==> config.mk <==
export PLATFORM = sky130hd
export DESIGN_NAME = multicycle_core_sequencer
export DESIGN_NICKNAME = d
export VERILOG_FILES = /design/src/rtl/core_pkg.sv /design/src/rtl/multicycle_core_sequencer.sv
export SDC_FILE = /design/constraint.sdc
export NUM_CORES = 1
export LEC_CHECK = 0
export BUFFER_PORTS_ARGS = -buffer_cell sky130_fd_sc_hd__buf_2
export CAP_MARGIN = 20
export CORE_AREA = 2 2 271 273
export DETAILED_ROUTE_END_ITERATION = 10
export DIE_AREA = 0 0 273 275
export GPL_ROUTABILITY_DRIVEN = 0
export PLACE_DENSITY_LB_ADDON = 0.1
export SYNTH_ARGS = -nofsm -noshare
export SYNTH_HDL_FRONTEND = slang
export SYNTH_SLANG_ARGS = --single-unit
==> constraint.sdc <==
create_clock -name clk -period 3.85 [get_ports clk]
set_input_delay 0 -clock clk [delete_from_list [all_inputs] [get_ports clk]]
set_output_delay 0 -clock clk [all_outputs]
set_load 0.02 [all_outputs]
==> src/rtl/core_pkg.sv <==
// Shared types and constants for the multi-cycle core sequencer.
package core_pkg;

    localparam int unsigned INSTR_W = 32;
    localparam int unsigned PC_STEP = 4;
    localparam int unsigned RD_LSB  = 7;
    localparam int unsigned RD_MSB  = 11;

    typedef enum logic [2:0] {
        S_FETCH   = 3'd0,
        S_DECODE  = 3'd1,
        S_EXECUTE = 3'd2,
        S_MEM     = 3'd3,
        S_WB      = 3'd4,
        S_HALT    = 3'd5
    } state_t;

endpackage

==> src/rtl/multicycle_core_sequencer.sv <==
// Multi-cycle PC / stage sequencer: owns PC, IR, ALU-out and write-back latches,
// the stage FSM and the req/ack handshakes to instruction and data memory.
module multicycle_core_sequencer
    import core_pkg::*;
#(
    parameter int unsigned     XLEN     = 64,
    parameter logic [XLEN-1:0] RESET_PC = '0,
    parameter int unsigned     CNT_W    = 32
) (
    input  logic                clk,
    input  logic                reset,
    output logic                imem_req,
    output logic [XLEN-1:0]     imem_addr,
    input  logic                imem_ack,
    input  logic [INSTR_W-1:0]  imem_rdata,
    output logic [INSTR_W-1:0]  instr,
    input  logic                dec_reg_write,
    input  logic                dec_is_load,
    input  logic                dec_is_store,
    input  logic                dec_is_branch,
    input  logic [XLEN-1:0]     alu_result,
    input  logic                alu_zero,
    input  logic [XLEN-1:0]     imm,
    input  logic [XLEN-1:0]     rs2_data,
    output logic                dmem_req,
    output logic                dmem_we,
    output logic [XLEN-1:0]     dmem_addr,
    output logic [XLEN-1:0]     dmem_wdata,
    input  logic                dmem_ack,
    input  logic [XLEN-1:0]     dmem_rdata,
    output logic                rf_we,
    output logic [4:0]          rf_waddr,
    output logic [XLEN-1:0]     rf_wdata,
    output logic [XLEN-1:0]     pc,
    input  logic                halt_req,
    output logic                halted,
    output logic                trap,
    output logic                retire,
    output logic [CNT_W-1:0]    instret
);

    state_t          state;
    state_t          state_nxt;
    logic [XLEN-1:0] pc_nxt;
    logic [XLEN-1:0] pc_inc;
    logic [XLEN-1:0] target;
    logic            do_retire;
    logic            set_trap;
    logic            fetch_done;
    logic            mem_done;

    assign imem_addr  = pc;
    assign rf_waddr   = instr[RD_MSB:RD_LSB];
    assign pc_inc     = pc + XLEN'(PC_STEP);
    assign target     = pc + imm;
    // imem_req is low for the first FETCH cycle after reset, so no ack is taken then
    assign fetch_done = (state == S_FETCH) && imem_req && imem_ack;
    assign mem_done   = (state == S_MEM) && dmem_req && dmem_ack;

    // Next-state, next-PC and retire decision
    always_comb begin
        state_nxt = state;
        pc_nxt    = pc;
        do_retire = 1'b0;
        set_trap  = 1'b0;
        case (state)
            S_FETCH: begin
                if (fetch_done) state_nxt = S_DECODE;
            end
            S_DECODE: begin
                state_nxt = S_EXECUTE;
            end
            S_EXECUTE: begin
                if (dec_is_branch) begin
                    if (alu_zero && (target[1:0] != 2'b00)) begin
                        set_trap  = 1'b1;
                        state_nxt = S_HALT;
                    end else begin
                        pc_nxt    = alu_zero ? target : pc_inc;
                        do_retire = 1'b1;
                    end
                end else if (dec_is_load || dec_is_store) begin
                    state_nxt = S_MEM;
                end else begin
                    state_nxt = S_WB;
                end
            end
            S_MEM: begin
                if (mem_done) begin
                    if (dec_is_store) begin
                        pc_nxt    = pc_inc;
                        do_retire = 1'b1;
                    end else begin
                        state_nxt = S_WB;
                    end
                end
            end
            S_WB: begin
                pc_nxt    = pc_inc;
                do_retire = 1'b1;
            end
            S_HALT: begin
                if (!halt_req && !trap) state_nxt = S_FETCH;
            end
            default: begin
                state_nxt = S_FETCH;
            end
        endcase
        if (do_retire) state_nxt = halt_req ? S_HALT : S_FETCH;
    end

    // State, latches and registered outputs; outputs are decoded from the next state
    always_ff @(posedge clk or negedge reset) begin
        if (!reset) begin
            state      <= S_FETCH;
            pc         <= RESET_PC;
            instr      <= '0;
            dmem_addr  <= '0;
            dmem_wdata <= '0;
            rf_wdata   <= '0;
            instret    <= '0;
            trap       <= 1'b0;
            retire     <= 1'b0;
            imem_req   <= 1'b0;
            dmem_req   <= 1'b0;
            dmem_we    <= 1'b0;
            rf_we      <= 1'b0;
            halted     <= 1'b0;
        end else begin
            state    <= state_nxt;
            pc       <= pc_nxt;
            trap     <= trap | set_trap;
            retire   <= do_retire;
            imem_req <= (state_nxt == S_FETCH);
            dmem_req <= (state_nxt == S_MEM);
            dmem_we  <= (state_nxt == S_MEM) && dec_is_store;
            halted   <= (state_nxt == S_HALT);
            rf_we    <= (state_nxt == S_WB) && dec_reg_write
                        && (instr[RD_MSB:RD_LSB] != 5'd0);
            if (do_retire) instret <= instret + CNT_W'(1);
            if (fetch_done) instr <= imem_rdata;
            if (state == S_EXECUTE) begin
                dmem_addr  <= alu_result;
                dmem_wdata <= rs2_data;
            end
            // Write-back latch: memory data for loads, ALU-out otherwise
            if (state_nxt == S_WB) begin
                rf_wdata <= (state == S_MEM) ? dmem_rdata : alu_result;
            end
        end
    end

endmodule

Word level (Yosys, flattened, before mapping)
Cells that the tools add are included.

Input port bits: 298. Logic and storage cells: 73. Output and inout bits: 396. Bits in registers: 330.

Add/subtract/negate cells: 3. Bitwise logic cells: 1. Muxes and demuxes: 25. Reductions and logical operators: 18. Equal/unequal tests: 12.

Operators by type and width (count): $mux W64 (6); $pmux W64 S3 (1); $add A64 B3 Y64 const B (1); $add A64 B64 Y64 (1); $add A32 B1 Y32 const B (1); $mux W3 (9); $pmux W3 S6 (1); $eq A3 B3 Y1 const B (4); $eq A3 B2 Y1 const B (3); $logic_and A1 B1 Y1 (9); $ne A2 B2 Y1 const B (4); $mux W1 (7); $logic_not A3 Y1 (2); $reduce_and A5 Y1 (1); $reduce_bool A5 Y1 (1); $eq A3 B1 Y1 const B (1); $pmux W1 S3 (1); $reduce_bool A3 Y1 (1); $logic_not A1 Y1 (2); $reduce_bool A2 Y1 (1); $logic_or A1 B1 Y1 (1); $or A1 B1 Y1 (1).

Longest topological paths before layout
Gate-level depths: netlist of run 1.

Word-level depth: 10. Gate-level depth with buffers: 17. Depth with buffers taken out: 15.

Worst setup path after synthesis of run 1
Ideal clock, no wire load.

Path type: reg-to-reg. Start point: register pc[0], in the netlist imem_addr[0]. End point: register instret[31]. Path slack: 477 ps. Required time: 3771 ps. Cell stages (with the launch flop): 17. Setup time: 79 ps. Path buffers: 1. Arrival time: 3293 ps. Period minus slack after synthesis: 3373 ps. Path through: dfrtp_1 -> ha_1 -> inv_1 -> fa_1 -> nor2b_2 -> o21ai_1 -> o22a_1 -> o21a_1 -> buf_2 -> clkinv_2 -> nand3_1 -> nor3_1 -> nand4_1 -> nor2_2 -> nand3_1 -> nor3_1 -> xor2_1.

Word-level cells in the longest chain between the ends: 6.

RTL lines: start: declaration (RTL line multicycle_core_sequencer.sv:34) `output logic [XLEN-1:0] pc,`; start signal: assignment (RTL line multicycle_core_sequencer.sv:131) `pc <= pc_nxt;`; $add A64 B64 Y64 (RTL line multicycle_core_sequencer.sv:55) `assign target = pc + imm;`; $reduce_bool A2 Y1 (RTL line multicycle_core_sequencer.sv:75) `if (alu_zero && (target[1:0] != 2'b00)) begin`; $logic_and A1 B1 Y1 (RTL line multicycle_core_sequencer.sv:75); $mux W1 (RTL line multicycle_core_sequencer.sv:75); $mux W1 (RTL line multicycle_core_sequencer.sv:74) `if (dec_is_branch) begin`; $pmux W1 S3 (RTL line multicycle_core_sequencer.sv:66) `case (state)`; end signal: assignment (RTL line multicycle_core_sequencer.sv:140) `if (do_retire) instret <= instret + CNT_W'(1);`; end: declaration (RTL line multicycle_core_sequencer.sv:39) `output logic [CNT_W-1:0] instret`.

Every way passes these cells. A chain may end at the register's enable or synchronous reset.

Worst setup path in the final report of run 1
Start point: register pc[23], in the netlist imem_addr[23]. End point: register pc[56], in the netlist imem_addr[56].

Word-level cells in the longest chain between the ends: 5. Elaborated cells between the ends (all ways): 8. Those cells by class: 2 x add/sub; 6 x mux.

RTL lines: $add A64 B3 Y64 or $add A64 B64 Y64 (tied branches) (RTL line multicycle_core_sequencer.sv:54, multicycle_core_sequencer.sv:55); $mux W64 (RTL line multicycle_core_sequencer.sv:79) `pc_nxt = alu_zero ? target : pc_inc;`; $mux W64 (RTL line multicycle_core_sequencer.sv:75); $mux W64 (RTL line multicycle_core_sequencer.sv:74); $pmux W64 S3 * (RTL line multicycle_core_sequencer.sv:66).

Every way passes the cells marked *; elsewhere a longest branch is shown, timed or not. The select of a mux whose other input is x is not followed.

==> results of run 1 <==
==> kinds of logic after synthesis <==
family,Yosys count,synth area share (%)
and+or+nand+nor,900,20.5
AOI/OAI and AO/OA,486,15.4
DFF,330,44.3
buffers and inverters,210,5.75
muxes,98,5.48
xor gates and xnor gates,87,4.09
adders and majority gates,66,4.47
==> routing by layer <==
metal / track usage, % / share of wire [%] / vias to the layer above
met1: 26.8 / 43 / 9191
met3: 4.28 / 6.1 / 90
met4: 5.02 / 2.1 / 8
met2: 35.3 / 48 / 598
met5: 0 / 0.056 / -
li1: - / - / 9197
==> how the worst max path moves through the flow <==
| stage | startpoint | slack [ns] | endpoint |
|---|---|---|---|
| 2_1_floorplan | imem_addr[0] | 0.48 | instret[31] |
| 3_3_place_gp | imem_addr[0] | 0.24 | imem_addr[51] |
| 3_5_place_dp | imem_addr[0] | 0.22 | instret[24] |
| 4_1_cts | imem_addr[0] | 0.17 | instret[24] |
| 5_1_grt | imem_addr[0] | -0.005 | instret[22] |
| 6_report | imem_addr[23] | 0.14 | imem_addr[56] |
==> power by group <==
part / switching, mW / internal [mW]
combinational: 8.39 / 4.55
clock: 1.69 / 2.32
sequential: 1.19 / 5.03
==> Yosys cell counts, types with 15 or more instances <==
master | number | area (sq um)
o21ai_0 | 79 | 395
dfrtp_1 | 330 | 8260
o21ai_1 | 22 | 110
a21oi_1 | 233 | 1170
mux2i_1 | 65 | 651
xnor2_1 | 52 | 455
inv_1 | 28 | 105
nand4_1 | 30 | 188
nor2_1 | 177 | 664
mux2_2 | 32 | 360
buf_2 | 18 | 90.1
ha_1 | 65 | 813
nand3_1 | 54 | 270
clkbuf_1 | 83 | 312
a21o_1 | 32 | 240
xor2_1 | 35 | 307
nand2_1 | 518 | 1940
and3_1 | 25 | 156
nor3_1 | 33 | 165
a31oi_1 | 15 | 93.8
o22ai_1 | 22 | 138
buf_4 | 69 | 518
==> stage by stage <==
| step | cells | utilization (%) | TNS (ns) | setup slack, ns | total power [mW] |
|---|---|---|---|---|---|
| detailed placement | 3721 | 31.8 | 0 | 0.219 | 19.0 |
| floorplan | 2177 | - | 0 | 0.477 | 14.5 |
| global placement | 3721 | 31.8 | 0 | 0.241 | 19.0 |
| global route | 4044 | 37.1 | -0.00491 | -0.00491 | 24.9 |
| finish | 4045 | 37.1 | 0 | 0.137 | 23.2 |
| CTS | 4041 | 37.1 | 0 | 0.175 | 23.4 |
==> state kept, by name, indices dropped and copies added (netlist names) <==
| register | count |
|---|---|
| dmem_addr | 64 |
| dmem_req | 1 |
| dmem_wdata | 64 |
| dmem_we | 1 |
| halted | 1 |
| imem_addr | 64 |
| imem_req | 1 |
| instr | 32 |
| instret | 32 |
| retire | 1 |
| rf_wdata | 64 |
| rf_we | 1 |
| state | 3 |
| trap | 1 |
==> critical path, delay by kind of cell (launching register included) <==
family                     cells  cell delay, ns
AOI/OAI and AO/OA             10            2.50
xor gates and xnor gates       1            0.16
adders and majority gates      1            0.39
buffers and inverters          1            0.15
DFF                            1            0.42
==> area by class of cell <==
type / instances / area share, %
diodes: 4 / 0.0373
clock buffers: 60 / 4.61
clock inverters: 16 / 0.498
inverters: 31 / 0.438
multi-input cells: 1637 / 34.9
flip-flops and latches: 330 / 30.7
well taps: 959 / 4.47
repair buffers: 1008 / 24.3
==> timing repair <==
| action | 4_1_cts | 5_1_grt |
|---|---|---|
| hold buffers | 244 | 0 |
| endpoints found under the hold margin | 347 | 0 |
| gates resized for setup | 0 | 3 |
| setup endpoints to repair | 0 | 9 |
| buffers inserted | 0 | 0 |
==> results.txt, run 1 <==
- Area after DPL: 0.0230 sq mm
* Maximum clock frequency: 269 MHz
* Endpoint type of the worst setup path: flop
* Number of port buffers: 693
* Remaining Overflow, GRT: 0
* Synth warnings: 0
- CP Class: flop to flop
- In the layout the commonest cells are buf_2, nand2_1, dfrtp_1.
- Total of max-cap violations: 0
- Layout fillers: 7563
- Async set-or-reset flop fraction in the synthesized netlist: 100%
- The synthesized design contains 0 enable-type register cells.
* Horiz. Die Dim: 273 um
* Max_slew headroom: 30.0%
- CTS root buffer: clkbuf_16
- Hold EP: imem_addr[57]
* Register area: 0.00826 sq mm
* Clock tree from TritonCTS: yes
- The largest single stage delay on the critical path is 0.71 ns.
* Drt via density: 4.72
* P_leak: 13.4 nW
* Critical Path Start Type: flop
- Critical path fanouts, max: 6
* Slew of the pin with the lowest slew margin: 1.05 ns
* WHS Path Cells: 4
- Post-synth cell types: 79
- The area growth from synthesis to layout is 44.2%.
- The clock net in this run drives a total of 330 sinks.
* Global routing usage summed across all routing layers: 20.7%
- Finished Cell Area: 0.0269 sq mm
- Total Die Area: 0.0751 sq mm
- Synthesis inferred 330 register bits.
- The cell area that synthesis handed to floorplanning was 0.0186 sq mm.
* Multi-input logic area: 0.00937 sq mm
- Number of endpoints with negative hold slack in the final report: 0
- After detailed routing, the average wire length per cell comes to 19.8 um.
- In this run the most critical hold path is launched from imm[57].
- Arrival time at the worst endpoint: 4.17 ns
* Wire length of the first global-routing pass: 121000 um
- The net count of the finished layout is 3415.
- The share of the Yosys chip area taken by registers is 44.3%.
* Die Ht: 275 um
* Core area: 0.0723 sq mm
- Number of vias after detailed routing: 19100
* Length in cells of the worst reg-to-reg path: 13
* WP data required: 4.31 ns
* Final routed wirelength across all metal layers: 80000 um
- Walking the worst path, the cells encountered are ha_1 > a21o_1 > a221oi_1 > o21ai_1 > a21o_1 > a211oi_1 > a21o_1 > o31ai_1 > buf_4 > a221oi_2 > o21ba_1 > xor2_1 > o21ai_1.
- After layout, the worst path uses 96.4% of the clock period.
- After clock tree synthesis, the clock-pin slew on the worst setup and hold paths is 0.06 ns.
- CP dominant cell by count: a21o_1
- In the final layout, the share of cells above drive strength 1 is 29.0%.
- The H-tree generated during clock tree synthesis spans 2 levels.
* Run status: finished, final reports clean
- Once the floorplan was initialized, standard cells occupied 25.8% of the core.
* Post-synth net total: 2541
- Count of unresolved DRC violations after routing: 0
- Origin of the critical flop-to-flop path: imem_addr[23]
* Destination of the worst register-to-register timing path: imem_addr[56]
- The wire-length estimate of the detail-placed layout is 61100 um.
* Class of the most critical hold timing path: primary input to flop
- In this run the deepest clock path goes through 3 buffers.
* Antenna violations before repair: 12
- Clock insertion delay at the later pin of the skew report: 0.57 ns
* Placement Rows: 99
- Critical path's slowest cell: a211oi_1
- Pins over their slew limit: 0
- Main flop type after synthesis: dfrtp_1
* Post-Synthesis Mean Instance Area: 8.56 sq um
* Total of endpoints with negative setup slack in the final report: 0
* Clock period minus final worst setup slack: 3.71 ns
- Vias in the first global route: 19400
- Maximum number of pins on one net before global-route repair: 108
* Detailed Routing Iterations Pass 1: 5
- Total power divided by cell area: 862 mW/mm^2
- The first routing iteration left 1045 violations.
- Across all hold checks on the routed design, the worst slack comes to 0.0389 ns.
- Worst supply voltage drop on vdd: 0.484 mV
* I/O pin count: 694
- Across all register-to-register paths, the minimum setup slack is 0.14 ns.
* Post-Route Skew: 0.0120 ns
* Number of nets with antenna violations after detailed routing: 0
- Clock tree synthesis inserted a total of 43 buffers.
- Most common cell after layout, fill and taps aside: buf_2
* Synthesized instance count: 2177
Note: power is estimated with default switching activity, not from simulation.
==> run 2: changes to the inputs <==
- CELL_PAD_IN_SITES_DETAIL_PLACEMENT: not set -> 1
- CELL_PAD_IN_SITES_GLOBAL_PLACEMENT: not set -> 1
- CORE_AREA: 2 2 271 273 -> 2 2 267 269
- DIE_AREA: 0 0 273 275 -> 0 0 269 271
- GPL_ROUTABILITY_DRIVEN: 0 -> not set
- clock period: 3.85 -> 3.9 ns (I/O delays scaled with it)
==> run 2 against run 1 <==
  * Cell count shrank 0.57%
  * Fmax shrank 0.43%
  * Highest routed layer unchanged
  * Register-to-register slack gained 0.03 ns
  * Global-route usage grew 2.3 points
  * Count of clock-buffer cells in the layout grew 8
==> results.txt, run 2 (synthesis results as in run 1) <==
- Run status: finished, final reports clean
* Multi-input logic area: 0.00939 sq mm
- STA puts the critical path data required time at 4.35 ns.
- Switching part of the total power: 48.6%
- Clock tree synthesis inserted a total of 44 buffers.
- In this run the tightest slew margin relative to its limit is 35.7%.
- On the final layout, the worst hold slack is 0.0465 ns.
- Across the run, the number of max-cap violations was 0.
- In this run the most critical hold path is launched from imm[25].
* Endpoint type of the worst setup path: flop
- The number of failing hold endpoints at the final stage was 0.
- CP dominant cell by count: a21oi_1
- Global routing finished with a remaining overflow of 0.
- Switch Pwr: 11.4 mW
- The number of antenna violations at the first check in global routing was 11.
- The cell sitting at the root of the clock tree is a clkbuf_16.
- # clock sinks: 330
* Critical path's slowest cell: a2111oi_0
- Clock tree from TritonCTS: yes
- Total power divided by cell area: 870 mW/mm^2
- Horiz. Die Dim: 269 um
* Placed wire-length estimate: 65800 um
- The clock network is responsible for 18.9% of the overall power.
- The H-tree was split into 2 levels.
- Layout fillers: 8335
- Maximum clock frequency: 268 MHz
- Drt via density: 4.83
- Ordered list of cells on the worst path: ha_1 > a21oi_1 > o21bai_1 > a21oi_1 > o211ai_1 > a2111oi_0 > o211ai_1 > nand2_1 > o21ai_1 > xor2_1 > a21oi_1 > xnor2_1
- The library cells used most frequently in the layout, excluding fill and tap cells, are buf_2, nand2_1, dfrtp_1.
- Between clock sinks in the finished design, the worst skew comes to 0.0192 ns.
- In the routed design, unresolved DRC markers number 0.
- CP Class: flop to flop
- The worst setup path is launched from a flop.
- Number of port buffers: 693
* Worst setup startpoint: imem_addr[28]
- The core region is 0.0698 sq mm.
* Int Pwr: 12.1 mW
- After detailed routing, the average wire length per cell comes to 21.6 um.
- The total count of max-transition violations in the final report came to 0.
- Summing all flip-flop and latch instances after layout gives 0.00826 sq mm.
- The detail route stage leaves a number of antenna-violating nets equal to 0.
* Final routed wirelength across all metal layers: 86700 um
- Fraction of layout instances using a drive strength above 1: 29.0%
- In this run the core area contains 97 standard-cell rows.
- For the worst-skew pair, the clock arrives at the later sink with an insertion delay of 0.58 ns.
* Area delta synth->final: 44.8%
- Setup violations remaining at the end of the flow were counted as 0.
* Most common cell after layout, fill and taps aside: buf_2
- P_leak: 13.4 nW
- Area after DPL: 0.0229 sq mm
- I/O pin count: 694
* Critical path fanouts, max: 7
- After clock tree synthesis, the setup repair step added 0 buffers.
- Finished Cell Area: 0.0270 sq mm
- Entering global routing, the biggest net connects 130 pins.
* Layout net count: 3406
- After clock tree synthesis, the clock-pin slew on the worst setup and hold paths is 0.06 ns.
* Worst supply voltage drop on vdd: 0.442 mV
* Total Die Area: 0.0729 sq mm
- The initial utilization of the core area, before any placement, comes to 26.7%.
- At the pin with the least slew margin, the transition time is 0.962 ns.
- Fraction of the cycle the final worst path needs: 95.6%
* RSZ-0062 raised after global routing: yes
- After the first detailed-routing iteration, the DRC count stood at 792.
* Number of vias after detailed routing: 19400
* Class of the most critical hold timing path: primary input to flop
* Origin of the critical flop-to-flop path: imem_addr[28]
- Vias in the first global route: 20400
* Arrival time at the worst endpoint: 4.18 ns
* Global routing usage summed across all routing layers: 23.0%
- Comb pwr share: 54.9%
- The smallest clock period supported by the final layout is computed as 3.73 ns.
- The congestion estimate from routability-driven global placement came to 0.872.
- For this run, the detailed router's first-pass iteration total came to 5.
- Register share of total power: 26.2%
* Longest individual stage delay on the worst path: 0.84 ns
* Longest Clk Path Bufs: 3
* Die Ht: 271 um
- The first global-routing pass estimated 129000 um of wire.
- Total power for the finished layout comes to 23.5 mW.
[run 2: changes by cell type in the layout (fill, tap and decap cells not counted), moves of 3 or more]
| cell | before | now |
|---|---|---|
| buf_4 | 64 | 57 |
| bufinv_16 | 1 | 4 |
| clkbuf_8 | 10 | 18 |
| clkinv_2 | 10 | 5 |
[run 2: path summary, 6_finish.rpt]
kind	slack, ns	endpoint	cells after the start
min reg2reg	0.47	dmem_addr[44]	2
max reg2reg	0.17	imem_addr[63]	12
max in group asynchronous	2.55	dmem_addr[43]	3
min in group asynchronous	0.11	rf_wdata[41]	2
max	0.17	imem_addr[63]	12
min	0.05	imem_addr[25]	4
[run 2: power groups by stage]
stage	registers [mW]	logic, mW	clock network (mW)
6_report	6.16	12.9	4.43
5_1_grt	6.38	14.1	4.70
4_1_cts	6.15	13.0	4.56
3_5_place_dp	6.19	12.7	0
3_3_place_gp	6.13	12.6	0
2_1_floorplan	7.89	6.40	0
[run 2: repair_timing]
action | CTS | global route
endpoints found under the hold margin | 333 | 0
endpoints found under the setup margin | 0 | 8
resized for setup | 0 | 4
hold buffers | 243 | 0
[run 2: cell type report]
cell class	count	share of cell area, %
inverter	31	0.436
antenna	5	0.0464
multi-input combinational	1637	34.8
clock buffer	68	5.16
tap	940	4.36
timing repair buffer	998	23.9
clock inverter	13	0.779
sequential	330	30.6
[run 2: layer usage]
layer  track usage [%]  wire, um  up-vias
li1                  -         -     9185
met2              40.5     43200      521
met4              7.16      2610       14
met1              27.9     35700     9572
met5                 0        85        -
met3              4.84      5140      132
[run 2: critical path, delay by kind of cell (launching register included)]
kind                       cells  cell delay [ns]
AOI/OAI and AO/OA              8             2.20
and+or+nand+nor                1             0.22
xor gates and xnor gates       2             0.40
DFF                            1             0.38
adders and majority gates      1             0.42
[run 2: stage by stage]
stage | setup TNS, ns | utilization (%) | setup WS, ns | instances
floorplan | 0 | - | 0.527 | 2177
global placement | 0 | 32.8 | 0.234 | 3693
detailed placement | 0 | 32.8 | 0.170 | 3693
CTS | 0 | 38.6 | 0.148 | 4017
global route | -0.0264 | 38.7 | -0.0264 | 4020
finish | 0 | 38.7 | 0.171 | 4022
